**config.mk**
```make
export PLATFORM = sky130hd
export DESIGN_NAME = dmac_fifo_unpacker
export DESIGN_NICKNAME = d
export VERILOG_FILES = /design/src/rtl/dmac_fifo_unpacker.sv
export SDC_FILE = /design/constraint.sdc
export NUM_CORES = 1
export LEC_CHECK = 0
export ABC_AREA = 1
export CAP_MARGIN = 20
export CORE_MARGIN = 4
export CORE_UTILIZATION = 47
export DETAILED_ROUTE_END_ITERATION = 10
export PLACE_DENSITY_LB_ADDON = 0.2
export SETUP_SLACK_MARGIN = 0.3
export SLEW_MARGIN = 30
export SYNTH_ARGS = -nofsm -noshare
export SYNTH_HDL_FRONTEND = slang
export SYNTH_SLANG_ARGS = --single-unit
```
**constraint.sdc**
```tcl
create_clock -name clk -period 3.03 [get_ports clk]
set_input_delay 0.606 -clock clk [delete_from_list [all_inputs] [get_ports clk]]
set_output_delay 0.606 -clock clk [all_outputs]
set_load 0.03 [all_outputs]
```
**src/rtl/dmac_fifo_unpacker.sv**
```systemverilog
// rtl/dmac_fifo_unpacker.sv - drains packed 32-bit FIFO words into byte/half/word destination beats
module dmac_fifo_unpacker #(
  parameter int ADDR_WIDTH = 32,
  parameter int CNT_WIDTH  = 16
) (
  input  logic                  clk,
  input  logic                  reset_n,
  input  logic                  start,
  input  logic [ADDR_WIDTH-1:0] dst_addr,
  input  logic [1:0]            dst_width,
  input  logic [CNT_WIDTH-1:0]  trans_cnt,
  input  logic                  abort,
  input  logic                  fifo_empty,
  input  logic [31:0]           fifo_rd_data,
  output logic                  fifo_rd,
  output logic                  fifo_clr,
  output logic                  out_valid,
  input  logic                  out_ready,
  output logic [ADDR_WIDTH-1:0] out_addr,
  output logic [31:0]           out_data,
  output logic [1:0]            out_size,
  output logic                  out_last,
  output logic                  busy,
  output logic                  done
);

  typedef enum logic [1:0] {
    IDLE  = 2'd0,
    FETCH = 2'd1,
    XFER  = 2'd2,
    DONE  = 2'd3
  } state_t;

  state_t                 state;
  state_t                 state_nxt;
  logic [31:0]            hold;
  logic [2:0]             bytes;
  logic [CNT_WIDTH-1:0]   remaining;
  logic [1:0]             size_q;
  logic                   clr_q;
  logic [2:0]             step;
  logic                   start_ok;
  logic                   handshake;
  logic                   last_beat;
  logic                   word_used;

  // size_q only ever holds 0/1/2; reserved width 3 is folded to word at latch time
  always_comb begin
    case (size_q)
      2'd0:    step = 3'd1;
      2'd1:    step = 3'd2;
      default: step = 3'd4;
    endcase
  end

  assign start_ok  = (state == IDLE) && start && !abort;
  assign handshake = (state == XFER) && out_ready && !abort;
  assign last_beat = (remaining == CNT_WIDTH'(1));
  assign word_used = (bytes == step);

  always_comb begin
    state_nxt = state;
    fifo_rd   = 1'b0;
    case (state)
      IDLE: begin
        if (start_ok) begin
          state_nxt = (trans_cnt == '0) ? DONE : FETCH;
        end
      end
      FETCH: begin
        if (abort) begin
          state_nxt = IDLE;
        end else if (!fifo_empty) begin
          fifo_rd   = 1'b1;
          state_nxt = XFER;
        end
      end
      XFER: begin
        if (abort) begin
          state_nxt = IDLE;
        end else if (handshake) begin
          if (last_beat) begin
            state_nxt = DONE;
          end else if (word_used) begin
            // refill in the same cycle keeps a word-width stream gap-free
            if (!fifo_empty) begin
              fifo_rd = 1'b1;
            end else begin
              state_nxt = FETCH;
            end
          end
        end
      end
      DONE: begin
        state_nxt = IDLE;
      end
      default: begin
        state_nxt = IDLE;
      end
    endcase
  end

  always_ff @(posedge clk or negedge reset_n) begin
    if (!reset_n) begin
      state     <= IDLE;
      hold      <= '0;
      bytes     <= '0;
      remaining <= '0;
      size_q    <= '0;
      out_addr  <= '0;
      clr_q     <= 1'b0;
    end else begin
      state <= state_nxt;
      clr_q <= abort && (state != IDLE);
      if (start_ok) begin
        out_addr  <= dst_addr;
        size_q    <= (dst_width == 2'd3) ? 2'd2 : dst_width;
        remaining <= trans_cnt;
        bytes     <= '0;
      end
      if (fifo_rd) begin
        hold  <= fifo_rd_data;
        bytes <= 3'd4;
      end else if (handshake) begin
        hold  <= hold >> {step, 3'b000};
        bytes <= bytes - step;
      end
      if (handshake) begin
        remaining <= remaining - CNT_WIDTH'(1);
        out_addr  <= out_addr + ADDR_WIDTH'(step);
      end
    end
  end

  always_comb begin
    case (size_q)
      2'd0:    out_data = {4{hold[7:0]}};
      2'd1:    out_data = {2{hold[15:0]}};
      default: out_data = hold;
    endcase
  end

  assign out_size  = size_q;
  assign out_valid = (state == XFER);
  assign out_last  = (state == XFER) && last_beat;
  assign busy      = (state != IDLE);
  assign done      = (state == DONE);
  assign fifo_clr  = (state == DONE) || clr_q;

endmodule

```
==> results of run 1 <==
## worst min-delay path by stage
stage	to	slack (ps)	start
after floorplan	bytes[0]	310	reset_n
after global placement	hold[30]	460	hold[30]
after detailed placement	hold[25]	470	hold[25]
after CTS	out_addr[17]	280	reset_n
after global routing	out_addr[14]	300	reset_n
final	out_addr[14]	260	reset_n
## through the flow
stage | total power [mW] | instance area (um2) | hold WS [ps]
final | 8.40 | 8170 | 256
after global placement | 7.10 | 7830 | 463
after CTS | 8.36 | 8160 | 283
after global routing | 8.95 | 8170 | 305
after floorplan | 5.34 | 6130 | 310
after detailed placement | 7.18 | 7830 | 470
## synth_stat cells
library cell,number
xor2_1,6
nand2_1,320
nand4_1,4
nand3_4,1
nor2b_1,1
or2_0,1
a21oi_1,10
nand3_2,2
nand3b_1,8
a22oi_1,1
ha_1,11
o21bai_1,2
nand3_1,108
nand2_4,2
dfrtp_1,88
fa_1,2
a211oi_1,1
nor2_1,129
clkbuf_1,14
o311ai_0,1
buf_2,15
nor3_1,5
xnor2_1,2
buf_6,2
buf_4,10
o2111ai_1,1
and2_1,2
nand2_2,3
o22ai_1,21
nor2_4,2
inv_1,91
o21ai_0,40
nor2_2,3
inv_2,2
clkinv_1,1
inv_4,1
o221ai_1,10
or2_2,3
o211ai_1,11
## power breakdown
group	internal, mW	switching [mW]
logic	1.75	3.01
clock network	0.741	0.494
registers	1.74	0.666
total	4.23	4.17
## metal layers
metal	track usage [%]	share of wire, %	up-vias
li1	-	-	3310
met1	35.4	43	3096
met2	42.8	46	295
met3	5.02	7.8	36
met4	10.5	2.8	0
met5	0	0	-
## cell families (layout without fill, tap and decap cells)
group                    after synthesis  in the layout  share of synthesized area [%]
flip-flops                            88             88                           35.9
adder cells (fa/ha/maj)               13             13                           2.90
buffers and inverters                136            289                           9.53
AO/OA/AOI/OAI                         98             98                           9.77
XOR/XNOR                               8              8                           1.14
AND/OR/NAND/NOR                      594            594                           40.8
## critical path: stages, from the launching register on
cell and delay [ps]:
dfrtp_2 470, nor2_4 140, clkinv_2 70, ha_1 270, nand2_1 40, inv_1 50
nand3_2 70, nor2_2 100, nand3_2 100, nand2_4 80, nand2_4 50, inv_2 130
buf_4 180
## state kept, by name, indices dropped and copies added (netlist names)
name	flops
hold	32
out_size	2
state	2
clr_q	1
remaining	16
out_addr	32
bytes	3
## repair_timing
| action | in CTS | in global routing |
|---|---|---|
| endpoints found under the setup margin | 14 | 11 |
| gates resized for setup | 14 | 5 |
| buffers inserted | 2 | 1 |
| pin swaps | 0 | 0 |
| gates cloned | 0 | 0 |
## placed cells by master (no fill, tap or decap), types with 3 or more instances in the layout
| cell | Yosys | final |
|---|---|---|
| nor2_1 | 129 | 128 |
| clkdlybuf4s50_1 | 0 | 144 |
| nand3_1 | 108 | 108 |
| clkbuf_16 | 0 | 9 |
| clkinv_2 | 0 | 4 |
| nor2_4 | 2 | 4 |
| o221ai_1 | 10 | 10 |
| inv_1 | 91 | 90 |
| nor3_1 | 5 | 5 |
| o211ai_1 | 11 | 11 |
| buf_4 | 10 | 21 |
| xor2_1 | 6 | 6 |
| dlygate4sd2_1 | 0 | 12 |
| a21oi_1 | 10 | 10 |
| or2_2 | 3 | 3 |
| dfrtp_1 | 88 | 87 |
| inv_2 | 2 | 3 |
| o21ai_0 | 40 | 40 |
| o22ai_1 | 21 | 21 |
| nand2_2 | 3 | 3 |
| nand3b_1 | 8 | 8 |
| nand2_1 | 320 | 320 |
| ha_1 | 11 | 11 |
| nand4_1 | 4 | 4 |
## layout make-up
| type | instances | area (um2) |
|---|---|---|
| flip-flops and latches | 88 | 2200 |
| clock inverters | 6 | 82.6 |
| repair buffers | 178 | 1710 |
| clock buffers | 10 | 239 |
| multi-input cells | 713 | 3360 |
| well taps | 172 | 215 |
| fillers | 1181 | 4550 |
| inverters | 95 | 360 |
==> summary.txt, run 1 <==
status: complete, no violations
final critical-path required period: 2700 ps
GR Util All Layers: 26.5%
clock insertion delay at the later pin of the skew report: 350 ps
worst-path fanout max: 9
Seq/Total Area, Yosys: 35.9%
CTS Buf Count: 9
dpl ws: 375 ps
clk root buf: clkbuf_16
CP Data Required Time: 2420 ps
Final WS setup: 330 ps
initial antenna violation count: 0
register bit total from synthesis: 88
Slew Limit Fails: 0
worst r2r src: out_size[0]
mean routed wirelength per cell: 15.6 um
total congestion overflow: 0
first-pass iteration count of the detailed router: 6
hold crit path type: input port to asynchronous set/reset pin
RR Endpoint: out_addr[16]
CTS Hold Bufs: 0
antenna cells: 0
synth top area cells: dfrtp_1, nand2_1, nand3_1
Final nets: 1186
FP Rows: 41
Synth top area share: 35.9%
Die W: 122 um
core area: 0.0127 mm2
# DRC: 0
WP data arrival: 2090 ps
Initial DRC Count: 627
final core area utilization: 64.2%
H-tree levels: 3
Syn. warnings: 0
Slew @ Worst Pin: 610 ps
P per Cell Area: 1030 mW/mm2
FF-to-FF path depth: 12
Max VDD drop: 0.460 mV
Vias per Instance: 5.34
dpl cells: 1243
CP Capture Type: output port
Final period util: 89.1%
Post-Synthesis Cell Area: 0.00613 mm2
first-pass GRT wire length: 31.4 mm
setup TNS: 0 ps
crit start category: flip-flop
I/O pins: 160
Max-Cap Viols: 0
DIE HEIGHT: 122 um
final std cells w/o fill: 1262
Routed Wire Length: 19.6 mm
origin of the worst setup path: out_size[1]
Slew headroom: 59.3%
Final HPWL DP: 14.4 mm
Area Growth Syn to Fin: 33.2%
Pleak: 3.66 nW
Fin. Hold Viols: 0
Critical Path End: fifo_rd
top cell type by total area after synthesis: dfrtp_1
Longest Clk Path Bufs: 2
pin count of the biggest net entering global routing: 43
CP Class: flip-flop to output port
DRT antenna net count: 0
Die Footprint: 0.0149 mm2
number of global-route vias before repair: 6378
Reg2Reg Setup Slack: 520 ps
buffers added on ports: 159
GPL Wtd Cong: 0.957
clk sinks: 88
Reg clk slew, reported paths: 70 ps
synth unique cells: 39
unrepaired setup endpoints after global routing: true
Post-Syn Instances: 937
CTS tree: done
fmax: 370 MHz
layout cells sized above 1: 5.60%
Final setup viols: 0
routed via count: 6737
initial core utilization: 48.2%
syn_area_per_cell: 6.55 um2
Final Skew: 9.49 ps
Syn Nets: 1038
No activity file was read; power rests on OpenSTA's default activity.
==> inputs of run 2 (changes only) <==
- CORE_UTILIZATION: 47 -> 45
==> summary.txt, run 2 (synthesis gave the netlist of run 1 again) <==
status: complete, no violations
FF-to-FF path depth: 11 (-1)
total power: 8.21 mW (-2.3%)
Final Skew: 7.77 ps (-1.72 ps)
mean routed wirelength per cell: 15.1 um (-2.8%)
Min Hold Slack: 258 ps (+2.07 ps)
Vias per Instance: 5.25 (-1.6%)
antenna cells: 0 (unchanged)
largest registers: hold (32), out_addr (32), remaining (16)
Initial DRC Count: 587 (-6.4%)
CP Capture Type: output port
setup TNS: 0 ps (unchanged)
pin count of the biggest net entering global routing: 46 (+7.0%)
Final HPWL DP: 14.4 mm (-0.31%)
Die Footprint: 0.0156 mm2 (+4.1%)
final critical-path required period: 2690 ps (-6.56 ps)
Slew Limit Fails: 0 (unchanged)
buffers added on ports: 159 (unchanged)
Longest Clk Path Bufs: 2 (unchanged)
fmax: 371 MHz (+0.24%)
most frequent cells in the layout: nand2_1, clkdlybuf4s50_1, nor2_1
Routed Wire Length: 19.1 mm (-2.6%)
# DRC: 0 (unchanged)
grt met2 use: 39.2% (-3.6 points)
initial core utilization: 46.1% (-2.1 points)
Fillers: 1265 (+7.1%)
core area: 0.0133 mm2 (+4.5%)
first-pass GRT wire length: 30.8 mm (-1.8%)
P per Cell Area: 1010 mW/mm2 (-2.2%)
DRT antenna net count: 0 (unchanged)
CP Data Required Time: 2420 ps (about the same)
Max-Cap Viols: 0 (unchanged)
GRT met3 Usage: 6.39% (+1.4 points)
Final period util: 88.9% (-0.22 points)
FP Rows: 42 (+2.4%)
crit start category: flip-flop
Die W: 125 um (+2.1%)
number of global-route vias before repair: 6280 (-1.5%)
Max VDD drop: 0.504 mV (+9.6%)
Reg clk slew, reported paths: 70 ps (about the same)
CP Class: flip-flop to output port
H-tree levels: 3 (unchanged)
Area Growth Syn to Fin: 33.0%
met1 Resource Use GR: 31.2% (-4.2 points)
initial antenna violation count: 0 (unchanged)
DIE HEIGHT: 125 um (+2.1%)
WP data arrival: 2090 ps (about the same)
Slew @ Worst Pin: 613 ps (+3.26 ps)
Final nets: 1185 (-0.084%)
Fin. Hold Viols: 0 (unchanged)
hold crit path type: input port to asynchronous set/reset pin
I/O pins: 160 (unchanged)
Slew headroom: 59.1% (-0.22 points)
clk root buf: clkbuf_16
first-pass iteration count of the detailed router: 5 (-1)
Reg area: 0.00220 mm2 (about the same)
busiest layer in global routing: met2
CTS tree: done
layout cells sized above 1: 5.51% (-0.087 points)
unrepaired setup endpoints after global routing: true
routed via count: 6645 (-1.4%)
Final setup viols: 0 (unchanged)
CTS Buf Count: 9 (unchanged)
GR Util All Layers: 24.1% (-2.4 points)
clk sinks: 88 (unchanged)
total congestion overflow: 0 (unchanged)
worst-path fanout max: 9 (unchanged)
Pleak: 3.65 nW (-0.31%)
GPL Wtd Cong: 0.942 (-1.6%)
clock insertion delay at the later pin of the skew report: 350 ps (about the same)
most common cell after layout, fill and taps aside: nand2_1
footprint of the multi-input gates: 0.00336 mm2 (unchanged)
CTS Hold Bufs: 0 (unchanged)
## run 2: final timing paths
check	slack, ps	startpoint	endpoint
max	340	out_size[1]	fifo_rd
min	260	reset_n	out_addr[26]
max reg2reg	720	out_size[0]	out_addr[16]
min reg2reg	480	hold[27]	hold[27]
max in group asynchronous	2110	reset_n	out_size[0]
min in group clk	480	hold[27]	hold[27]
## run 2: through the flow
step                std cells  instance area, um2  util [%]  worst slack (ps)
finish                   1265                8160      61.4               336
floorplan                 937                6130         -               332
global route             1265                8160      61.4               183
detailed placement       1245                7850      59.0               395
global placement         1245                7850      59.0               453
CTS                      1263                8130      61.1               141
## run 2: what timing repair did
item | CTS | global route
gates resized for setup | 16 | 7
endpoints found under the setup margin | 16 | 9
setup buffers | 2 | 2
## run 2: cell type report
class / count / share of cell area (%)
clock buffers: 9 / 2.76
clock inverters: 7 / 0.675
inverters: 95 / 4.48
multi-input cells: 713 / 41.2
flip-flops and latches: 88 / 27.0
well taps: 176 / 2.70
repair buffers: 177 / 21.2
## run 2: per-layer routing
layer / routed length (um) / vias to the layer above
met5: 0 / -
met3: 1510 / 42
met4: 610 / 0
met1: 8180 / 3030
met2: 8830 / 287
li1: - / 3286
## run 2: where the power goes
| part | switching (mW) | internal [mW] |
|---|---|---|
| logic | 2.99 | 1.76 |
| clock network | 0.498 | 0.563 |
| registers | 0.657 | 1.74 |
## run 2: worst max-delay path, stage by stage (launching register included)
cell	delay, ps
dfrtp_2	490
nor2_4	140
clkinv_2	70
ha_1	260
nand2_1	50
inv_1	60
nand3_2	70
nor2_2	100
nand3_2	100
nand2_4	80
nand2_4	50
inv_4	100
buf_4	160
==> inputs of run 3 (changes only) <==
- CORE_MARGIN: 4 -> default
==> summary.txt, run 3 (synthesis gave the netlist of run 1 again) <==
Final period util: 90.1% (+1.2 points)
RR Endpoint: out_addr[16]
buffers added on ports: 159 (unchanged)
Reg2Reg Setup Slack: 610 ps (-110 ps)
power share of the clock group: 13.4% (+0.5 points)
WP data arrival: 2120 ps (+30 ps)
setup TNS: 0 ps (unchanged)
Routed Wire Length: 19.4 mm (+1.2%)
initial core utilization: 46.3% (+0.18 points)
CP max-delay cell: clkdlybuf4s50_1
WP buf/inv: 3 (-1)
Reg clk slew, reported paths: 60 ps (about the same)
GR Util All Layers: 28.3% (+4.1 points)
first-pass GRT wire length: 31.4 mm (+1.8%)
clk root buf: clkbuf_16
pin count of the biggest net entering global routing: 43 (-6.5%)
layout cells sized above 1: 5.86% (+0.35 points)
Slew @ Worst Pin: 599 ps (-14.6 ps)
DIE HEIGHT: 119 um (-4.8%)
I/O pins: 160 (unchanged)
Max VDD drop: 0.620 mV (+23%)
Final Skew: 5.36 ps (-2.41 ps)
FF-to-FF path depth: 13 (+2)
Max-Cap Viols: 0 (unchanged)
Slew Limit Fails: 0 (unchanged)
CTS Hold Bufs: 0 (unchanged)
DRT antenna net count: 0 (unchanged)
cell chain of the critical path: buf_4 > inv_2 > nand2_1 > o21ai_0 > clkdlybuf4s50_1
P per Cell Area: 1020 mW/mm2 (+1.0%)
CP Data Required Time: 2420 ps (about the same)
most frequent cells in the layout: nand2_1, clkdlybuf4s50_1, nor2_1
Fin. Hold Viols: 0 (unchanged)
Die W: 119 um (-4.8%)
routed via count: 6737 (+1.4%)
CP Capture Type: output port
clock insertion delay at the later pin of the skew report: 350 ps (about the same)
sw frac: 49.6% (-0.86 points)
origin of the worst setup path: out_size[1]
sequential share of power: 28.5% (-0.7 points)
Area Growth Syn to Fin: 33.9%
largest registers: hold (32), out_addr (32), remaining (16)
worst-path fanout max: 26 (+17)
Die Footprint: 0.0141 mm2 (-9.4%)
hold crit path type: input port to asynchronous set/reset pin
first-pass iteration count of the detailed router: 5 (unchanged)
dpl cells: 1247 (+0.16%)
total congestion overflow: 0 (unchanged)
Slew headroom: 60.0% (+0.88 points)
H-tree levels: 3 (unchanged)
WP depth: 5 (-7)
P_int: 4.20 mW (+3.4%)
CTS Buf Count: 9 (unchanged)
Critical Path End: out_data[22]
worst r2r src: out_size[1]
crit start category: flip-flop
mean routed wirelength per cell: 15.3 um (+0.87%)
status: complete, no violations
initial antenna violation count: 0 (unchanged)
combinational share of power: 58.1% (+0.3 points)
fmax: 366 MHz (-1.3%)
Final HPWL DP: 14.2 mm (-1.5%)
final std cells w/o fill: 1269 (+0.32%)
max incr delay on CP: 720 ps (+230 ps)
most common cell after layout, fill and taps aside: nand2_1
antenna cells: 0 (unchanged)
clk sinks: 88 (unchanged)
core area: 0.0132 mm2 (-0.40%)
FP Rows: 42 (unchanged)
total net switching power: 4.14 mW (about the same)
Longest Clk Path Bufs: 2 (unchanged)
unrepaired setup endpoints after global routing: true
number of global-route vias before repair: 6440 (+2.5%)
# DRC: 0 (unchanged)
Vias per Instance: 5.31 (+1.1%)
Fillers: 1271 (+0.47%)
Worst path top cell family by delay: buffers and inverters
GPL Wtd Cong: 0.962 (+2.1%)
Final setup viols: 0 (unchanged)
final critical-path required period: 2730 ps (+36.5 ps)
Initial DRC Count: 531 (-9.5%)
Pleak: 3.79 nW (+3.7%)
Final nets: 1189 (+0.34%)
CTS tree: done
CP Class: flip-flop to output port
total power: 8.34 mW (+1.7%)
## run 3: cell count changes in the layout (fill, tap and decap cells not counted), moves of 2 or more
cell	delta
dlymetal6s2s_1	+10
inv_4	-2
buf_6	+2
nor2_4	-2
clkinv_4	-2
dfrtp_2	-2
buf_4	+3
clkinv_2	+4
dlygate4sd2_1	-9
nor2_2	+2
clkdlybuf4s50_1	-2
dfrtp_1	+2
## run 3: worst min path at each step
| stage | start | endpoint | slack, ps | depth (start not counted) |
|---|---|---|---|---|
| final | reset_n | out_addr[16] | 250 | 1 |
| after global routing | reset_n | out_addr[14] | 290 | 1 |
| after CTS | reset_n | out_addr[16] | 260 | 1 |
| after detailed placement | hold[24] | hold[24] | 470 | 2 |
| after global placement | hold[24] | hold[24] | 460 | 2 |
| after floorplan | reset_n | bytes[0] | 310 | 0 |
## run 3: layout make-up
type                            instances  area [um2]  area share [%]
Inverter                               95         365            4.45
Tap cell                              176         220            2.68
Timing Repair Buffer                  181        1780            21.7
Clock inverter                          7        62.6           0.762
Multi-Input combinational cell        713        3350            40.8
Clock buffer                            9         225            2.74
Sequential cell                        88        2200            26.8
## run 3: what timing repair did
item,in CTS,in global routing
pin swaps,0,0
resized for setup,7,18
buffers inserted,2,4
setup endpoints to repair,8,21
## run 3: through the flow
stage	instance area [um2]	worst slack [ps]	util (%)	hold slack [ps]
2_1_floorplan	6130	332	-	310
3_3_place_gp	7850	474	59.3	464
3_5_place_dp	7850	411	59.3	466
4_1_cts	8140	180	61.5	265
5_1_grt	8210	162	62.0	290
6_report	8210	300	62.0	253
## run 3: power groups by stage
| stage | Combinational, mW | Sequential, mW | Clock [mW] |
|---|---|---|---|
| 2_1_floorplan | 2.70 | 2.64 | 0 |
| 3_3_place_gp | 4.74 | 2.37 | 0 |
| 3_5_place_dp | 4.80 | 2.38 | 0 |
| 4_1_cts | 4.79 | 2.37 | 1.13 |
| 5_1_grt | 5.26 | 2.46 | 1.18 |
| 6_report | 4.84 | 2.38 | 1.12 |
## run 3: worst reg2reg max path, cell delays in order, from the launching register on
cell and delay (ps):
dfrtp_1 370, buf_4 160, nor2_2 120, buf_6 160, buf_4 130, ha_2 220
fa_1 230, nand2_1 70, nand2_1 110, nand3_1 170, nor2_2 160, nand3_1 120
o21ai_0 190, nand3_1 90
## run 3: per-layer routing
metal	part of all wire [%]	wire, um	up-vias	track usage [%]
met5	0	0	-	0
met4	3.3	648	0	12.4
met3	6.2	1200	45	4.30
met2	47	9070	301	46.7
met1	44	8440	3086	36.6
li1	-	-	3305	-
